===== src/rtl/store_entry_controller.sv =====
// Front-panel store entry controller: debounces the panel buttons, keeps them as
// toggle switches and sequences single-word writes (manual or auto) into the store.
module store_entry_controller #(
    parameter int unsigned WIDTH    = 32,
    parameter int unsigned ADDR_W   = 5,
    parameter int unsigned DEBOUNCE = 4
) (
    input  logic              clk,
    input  logic              rst,
    input  logic [WIDTH-1:0]  data_btn,
    input  logic [ADDR_W-1:0] addr_btn,
    input  logic              clear_btn,
    input  logic              write_btn,
    input  logic              mode_btn,
    input  logic [ADDR_W-1:0] auto_addr,
    input  logic [WIDTH-1:0]  auto_data,
    input  logic              auto_valid,
    output logic              auto_ready,
    output logic [ADDR_W-1:0] store_addr,
    output logic [WIDTH-1:0]  store_data,
    output logic              store_we,
    input  logic              store_ack,
    output logic              manual_mode,
    output logic [WIDTH-1:0]  data_sw,
    output logic [ADDR_W-1:0] addr_sw,
    output logic              busy
);

    // All buttons are handled as one vector: data, address, clear, write, mode.
    localparam int unsigned NB = WIDTH + ADDR_W + 3;
    localparam int unsigned CW = (DEBOUNCE > 1) ? $clog2(DEBOUNCE) : 1;
    localparam logic [CW-1:0] CNT_LAST = CW'(DEBOUNCE - 1);

    typedef enum logic [0:0] {StIdle, StWrite} state_e;

    logic [NB-1:0] btn_raw;
    logic [NB-1:0] sync1_q, sync2_q;
    logic [NB-1:0] deb_q, deb_d;
    logic [NB-1:0] press;
    logic [CW-1:0] cnt_q [NB];
    logic [CW-1:0] cnt_d [NB];

    logic [WIDTH-1:0]  data_press;
    logic [ADDR_W-1:0] addr_press;
    logic              clear_press, write_press, mode_press;

    state_e            state_q, state_d;
    logic [WIDTH-1:0]  data_sw_q, data_sw_d;
    logic [ADDR_W-1:0] addr_sw_q, addr_sw_d;
    logic [ADDR_W-1:0] store_addr_q, store_addr_d;
    logic [WIDTH-1:0]  store_data_q, store_data_d;
    logic              manual_q, manual_d;
    logic              pending_q, pending_d;
    logic              pending_next;

    assign btn_raw = {mode_btn, write_btn, clear_btn, addr_btn, data_btn};

    assign data_press  = press[WIDTH-1:0];
    assign addr_press  = press[WIDTH +: ADDR_W];
    assign clear_press = press[WIDTH + ADDR_W];
    assign write_press = press[WIDTH + ADDR_W + 1];
    assign mode_press  = press[WIDTH + ADDR_W + 2];

    // Debounce: accept a level change after DEBOUNCE consecutive disagreeing cycles;
    // the press pulse fires on the same cycle a 0->1 change is accepted.
    always_comb begin
        deb_d = deb_q;
        press = '0;
        for (int i = 0; i < NB; i++) begin
            cnt_d[i] = '0;
            if (sync2_q[i] != deb_q[i]) begin
                if (cnt_q[i] == CNT_LAST) begin
                    deb_d[i] = sync2_q[i];
                    press[i] = sync2_q[i];
                end else begin
                    cnt_d[i] = cnt_q[i] + CW'(1);
                end
            end
        end
    end

    // Toggle switches; clear overrides data toggles in the same cycle.
    always_comb begin
        data_sw_d = clear_press ? '0 : (data_sw_q ^ data_press);
        addr_sw_d = addr_sw_q ^ addr_press;
    end

    // Write sequencer next-state: mode pulse in idle blocks both write sources.
    always_comb begin
        state_d      = state_q;
        store_addr_d = store_addr_q;
        store_data_d = store_data_q;
        manual_d     = manual_q;
        pending_d    = pending_q;
        pending_next = pending_q ^ mode_press;
        auto_ready   = (state_q == StIdle) && !manual_q && !mode_press && !pending_q;
        unique case (state_q)
            StIdle: begin
                if (mode_press) begin
                    manual_d = !manual_q;
                end else if (manual_q && write_press) begin
                    store_addr_d = addr_sw_q;
                    store_data_d = data_sw_q;
                    state_d      = StWrite;
                end else if (auto_ready && auto_valid) begin
                    store_addr_d = auto_addr;
                    store_data_d = auto_data;
                    state_d      = StWrite;
                end
            end
            StWrite: begin
                pending_d = pending_next;
                if (store_ack) begin
                    // A deferred mode change lands as the sequencer returns to idle.
                    manual_d  = manual_q ^ pending_next;
                    pending_d = 1'b0;
                    state_d   = StIdle;
                end
            end
            default: state_d = StIdle;
        endcase
    end

    // Synchronisers, debounce state, switches and sequencer registers.
    always_ff @(posedge clk) begin
        if (rst) begin
            sync1_q      <= '0;
            sync2_q      <= '0;
            deb_q        <= '0;
            for (int i = 0; i < NB; i++) cnt_q[i] <= '0;
            data_sw_q    <= '0;
            addr_sw_q    <= '0;
            store_addr_q <= '0;
            store_data_q <= '0;
            manual_q     <= 1'b1;
            pending_q    <= 1'b0;
            state_q      <= StIdle;
        end else begin
            sync1_q      <= btn_raw;
            sync2_q      <= sync1_q;
            deb_q        <= deb_d;
            for (int i = 0; i < NB; i++) cnt_q[i] <= cnt_d[i];
            data_sw_q    <= data_sw_d;
            addr_sw_q    <= addr_sw_d;
            store_addr_q <= store_addr_d;
            store_data_q <= store_data_d;
            manual_q     <= manual_d;
            pending_q    <= pending_d;
            state_q      <= state_d;
        end
    end

    assign store_we    = (state_q == StWrite);
    assign busy        = (state_q != StIdle);
    assign store_addr  = store_addr_q;
    assign store_data  = store_data_q;
    assign manual_mode = manual_q;
    assign data_sw     = data_sw_q;
    assign addr_sw     = addr_sw_q;

endmodule


===== config.mk =====
export PLATFORM = sky130hd
export DESIGN_NAME = store_entry_controller
export DESIGN_NICKNAME = d
export VERILOG_FILES = /design/src/rtl/store_entry_controller.sv
export SDC_FILE = /design/constraint.sdc
export NUM_CORES = 1
export LEC_CHECK = 0
export CAP_MARGIN = 40
export CORE_MARGIN = 5
export CORE_UTILIZATION = 35
export DETAILED_ROUTE_END_ITERATION = 6
export PLACE_DENSITY = 0.64
export REMOVE_ABC_BUFFERS = 1
export SYNTH_ARGS = -nofsm -noshare
export SYNTH_HDL_FRONTEND = slang
export SYNTH_SLANG_ARGS = --single-unit
export TNS_END_PERCENT = 1

===== constraint.sdc =====
create_clock -name clk -period 4.48 [get_ports clk]
set_input_delay 0.896 -clock clk [delete_from_list [all_inputs] [get_ports clk]]
set_output_delay 0.896 -clock clk [all_outputs]
set_load 0.05 [all_outputs]

; ---- Word level (Yosys, flattened, before mapping)
; Memory sizes are Yosys's and may differ from the RTL's.
; Index checks and enable logic that the tools add are counted.
[op_classes]
n_eq_ne = 82
n_mux = 216
n_addsub = 40
bitwise_logic = 46
reduce_logical = 52
[ops]
columns = op, n
row1 = 2-to-1 mux 2 bit, 120
row2 = 2-to-1 mux 1 bit, 90
row3 = AND reduction 2 bit, 41
row4 = "adder 2 x 1 -> 2 bit, second input constant", 40
row5 = "equality test 2 bit, second input constant", 40
row6 = 2-to-1 mux 32 bit, 2
row7 = != test 1 bit, 40
row8 = OR 1 bit, 40
row9 = bitwise XOR 32 bit, 1
row10 = 2-to-1 mux 5 bit, 2
row11 = logical AND 1 bit, 5
row12 = bitwise XOR 5 bit, 1
row13 = "!= test 2 bit, second input constant", 2
row14 = case mux 1 bit (2 select lines), 2
row15 = logical NOT 1 bit, 3
row16 = AND reduction 3 bit, 1
row17 = inverter 1 bit, 2
row18 = nonzero test 2 bit, 1
row19 = OR reduction 2 bit, 1
row20 = bitwise XOR 1 bit, 2
[totals]
out_inout_bits = 78
ram_bits = 80
input_bits = 81
elab_cells = 486
n_memories = 1
reg_bits = 197
[mem_list]
columns = name, depth, word_bits, rd, rd_ports_with_merged_regs, write_ports, line_no
row1 = cnt_q, 40, 2, 40, 0, 40, 40  ; logic [CW-1:0] cnt_q [NB];

; ---- Logic depth before layout (Yosys ltp)
[logic_depth]
ltp_word = 11
depth_mapped = 8
ltp_nobuf = 5

; ---- Least setup slack after synthesis
; OpenSTA, ideal clock, no wires.
[synth_timing]
kind = reg2out
start = memory cnt_q[4][14] (netlist name)
end = output port auto_ready
required_time_ns = 3.584
t_arrival_ns = 2.290
path_stages_with_launch = 5
slack_ns = 1.294
path_buffers = 1
cell_sequence = dfxtp_1 -> ha_1 -> and3b_1 -> clkbuf_1 -> nor4_1
[synth_lines]
columns = item, line_no
row1 = start: declaration, 40
row2 = end: declaration, 18  ; output logic auto_ready,

==> flow_metrics.py <==
metrics = {
    "floorplanning": {
        "io_pins": 159,
        "dieHeight_um": 179,
        "die_area_um2": 32100,
        "rows": 62,
        "core_um2": 28500,
        "fp.dieW_um": 179,
        "initial_core_util_pct": 35.2,
    },
    "drt": {
        "drt_wl_total_um": 18600,
        "drt-pass1-iter-count": 4,
        "viasPerCell": 4.50,
        "post_drt_wl_per_cell_um": 11.9,
        "first_iter_violations": 164,
        "antenna_left": 0,
        "vias": 7027,
        "post-route-drc-count": 0,
    },
    "clock_tree": {
        "clk_latency_ns": 0.54,
        "clock_path_buffers": 3,
        "cts_resized": 0,
        "cts_tree": "yes",
        "clk_pin_slew_worst_paths_ns": 0.06,
        "cts_buffers": 30,
        "cts_setup_buffers": 0,
        "cts_sinks": 277,
        "cts-hold-fix-buffers": 0,
        "root_buffer": "clkbuf_16",
        "cts.htree.levels": 1,
    },
    "setup_path": {
        "path_max_fanout": 6,
        "cp-end-kind": "output pin",
        "worst-setup-path-type": "reg -> out",
        "crit_required_ns": 3.58,
        "r2r_end": "store_data[11]",
        "worstPathArrival_ns": 2.48,
        "rr_startpoint": "pending_q",
        "rrSetupSlack_ns": 2.34,
        "start_kind": "flop",
        "r2r_cells": 6,
    },
    "yosys": {
        "synth_compound_area_share_pct": 9.84,
        "yosysWarnings": 0,
        "synth_fa_ha_area_share_pct": 5.00,
        "yosysSeqAreaShare_pct": 55.4,
        "synthMuxAreaShare_pct": 4.11,
        "synth_top_family_by_area": "simple AND/OR/NAND/NOR gates",
        "avgSynthCellArea_um2": 10.0,
        "synthDistinctLibCells": 28,
        "synthSimpleGateAreaFrac_pct": 18.8,
        "ys_ff_latch": 277,
        "syn_inst": 998,
        "yosysTopAreaCellShare_pct": 55.4,
        "synth-xor-area-share_pct": 3.50,
        "synth_top_cell_by_area": "dfxtp_1",
        "synthTopCellsByArea": "dfxtp_1, nor2b_1, ha_1",
        "syn_area_um2": 10000,
    },
    "final_layout": {
        "fillCellCount": 2683,
        "antenna_cells": 0,
        "drive_gt1_share_pct": 6.79,
        "syn2layout_area_growth_pct": 30.0,
        "fin_area_um2": 13000,
        "nets": 1276,
    },
    "pwr": {
        "seq_power_share_pct": 48.6,
        "power_density_nw_per_um2": 399,
        "power.leakage_nw": 4.98,
        "power_frac_comb_pct": 3.5,
        "p_sw_share_pct": 20.3,
        "ir_worst_vdd_mv": 0.263,
        "internal_power_mw": 4.14,
        "power_switching_mw": 1.05,
        "clockPowerShare_pct": 47.9,
    },
    "sta": {
        "holdWs_ns": 0.413,
        "period_minus_slack_ns": 3.38,
        "finalCritPeriodShare_pct": 75.4,
        "hold_viol": 0,
        "worstMarginPinSlew_ns": 0.759,
        "timing.setup.tns_ns": 0,
        "slew_headroom_pct": 49.4,
        "fin_skew_ns": 0.0130,
        "rsz0062_at_grt": "false",
        "max_freq_mhz": 296,
        "finalSetupViolations": 0,
        "setup_slack_ns": 1.10,
        "maxSlewViolCount": 0,
    },
    "global_routing": {
        "grt_use_total_pct": 11.4,
        "grt_start_max_net_pins": 95,
        "grt-ovfl-total": 0,
        "antenna_found_initial": 3,
        "grt_pass1_wl_um": 31100,
        "grt_pass1_vias": 6850,
    },
    "hold_path": {
        "hold_start": "cnt_q[4][4]",
        "hold-path-endpoint": "cnt_q[4][4]",
        "hold_depth": 1,
        "hp-class": "reg -> reg",
    },
    "placement": {
        "pre_cts_slack_ns": 1.36,
        "place_area_um2": 12000,
        "port_buffers": 158,
        "place_congestion": 0.677,
        "post-dp-hpwl_um": 12500,
    },
    "job": {
        "cap_violations": 0,
    },
    "status": {
        "status": "complete, no violations",
    },
}
cell families after synthesis:
| group | count (synthesis) |
|---|---|
| xor gates and xnor gates | 40 |
| and+or+nand+nor | 364 |
| muxes | 41 |
| adders and majority gates | 40 |
| buffers and inverters | 81 |
| DFF | 277 |
| AOI/OAI and AO/OA | 155 |
worst max path at each step:
stage | startpoint | to | slack (ns) | depth (start not counted)
floorplan | manual_mode | store_addr[0] | -1.66 | 4
global placement | auto_valid | store_addr[3] | 1.35 | 6
detailed placement | auto_valid | store_data[11] | 1.36 | 7
CTS | cnt_q[4][14] | auto_ready | 1.06 | 4
global route | cnt_q[4][14] | auto_ready | 0.95 | 4
finish | cnt_q[4][14] | auto_ready | 1.10 | 4
registers in the layout, indices dropped and copies added (netlist names):
| register | count |
|---|---|
| addr_sw | 5 |
| busy | 1 |
| cnt_q | 80 |
| data_sw | 32 |
| deb_q | 40 |
| manual_mode | 1 |
| pending_q | 1 |
| store_addr | 5 |
| store_data | 32 |
| sync1_q | 40 |
| sync2_q | 40 |
layout by cell type (no fill, tap or decap), types with 6 or more instances in the layout:
| master | instances |
|---|---|
| a211oi_1 | 17 |
| a211oi_2 | 20 |
| a21oi_1 | 76 |
| clkbuf_1 | 7 |
| clkbuf_16 | 31 |
| clkdlybuf4s50_1 | 157 |
| clkinv_2 | 6 |
| dfxtp_1 | 277 |
| ha_1 | 40 |
| inv_1 | 41 |
| mux2i_1 | 40 |
| nand2_1 | 39 |
| nand2b_1 | 38 |
| nor2_1 | 122 |
| nor2b_1 | 82 |
| o21ai_0 | 38 |
| or3_1 | 77 |
| xnor2_1 | 40 |
cell usage after synthesis:
cell        n
a211oi_1   17
a211oi_2   21
a21oi_1    76
a311oi_1    1
a32oi_1     1
and3b_1     1
buf_1       5
buf_2       7
buf_4       4
buf_6       2
clkbuf_1   22
dfxtp_1   277
ha_1       40
inv_1      41
mux2_2      1
mux2i_1    40
nand2_1    39
nand2b_1   38
nand4b_1    1
nor2_1    122
nor2b_1    82
nor3_1      1
nor4_1      2
o21ai_0    38
o21bai_1    1
or3_1      77
or3b_1      1
xnor2_1    40
through the flow:
| step | power [mW] | std cells | utilization [%] |
|---|---|---|---|
| 6_report | 5.20 | 1563 | 45.7 |
| 3_5_place_dp | 2.77 | 1507 | 42.1 |
| 2_1_floorplan | 2.64 | 958 | - |
| 3_3_place_gp | 2.76 | 1505 | 42.0 |
| 5_1_grt | 5.42 | 1563 | 45.7 |
| 4_1_cts | 5.31 | 1563 | 45.7 |
power groups by stage:
| stage | clock (mW) | combinational, mW | sequential [mW] |
|---|---|---|---|
| 3_3_place_gp | 0 | 0.179 | 2.58 |
| 6_report | 2.49 | 0.180 | 2.53 |
| 4_1_cts | 2.60 | 0.185 | 2.53 |
| 3_5_place_dp | 0 | 0.184 | 2.58 |
| 5_1_grt | 2.69 | 0.202 | 2.53 |
| 2_1_floorplan | 0 | 0.0668 | 2.58 |
routing by layer:
metal	vias to the layer above	track usage (%)	routed length (µm)
met2	127	19.3	8350
met5	-	0	34
met1	3195	14.2	8580
met4	6	3.43	432
met3	37	3.12	1190
li1	3662	-	-
critical path: stages, from the launching register on:
cell and delay (ns):
dfxtp_1 0.31, ha_1 0.23, and3b_1 0.28, nor4_1 0.25
clkdlybuf4s50_1 0.87
area by class of cell:
type                    instances  area [µm²]  share of cell area [%]
repair buffers                165        1660                    12.8
multi-input cells             640        4150                    31.9
well taps                     384         480                    3.69
inverters                      41         154                    1.18
clock buffers                  43         871                    6.69
clock inverters                13         160                    1.23
flip-flops and latches        277        5550                    42.6
Power figures use the tool's default switching activity.
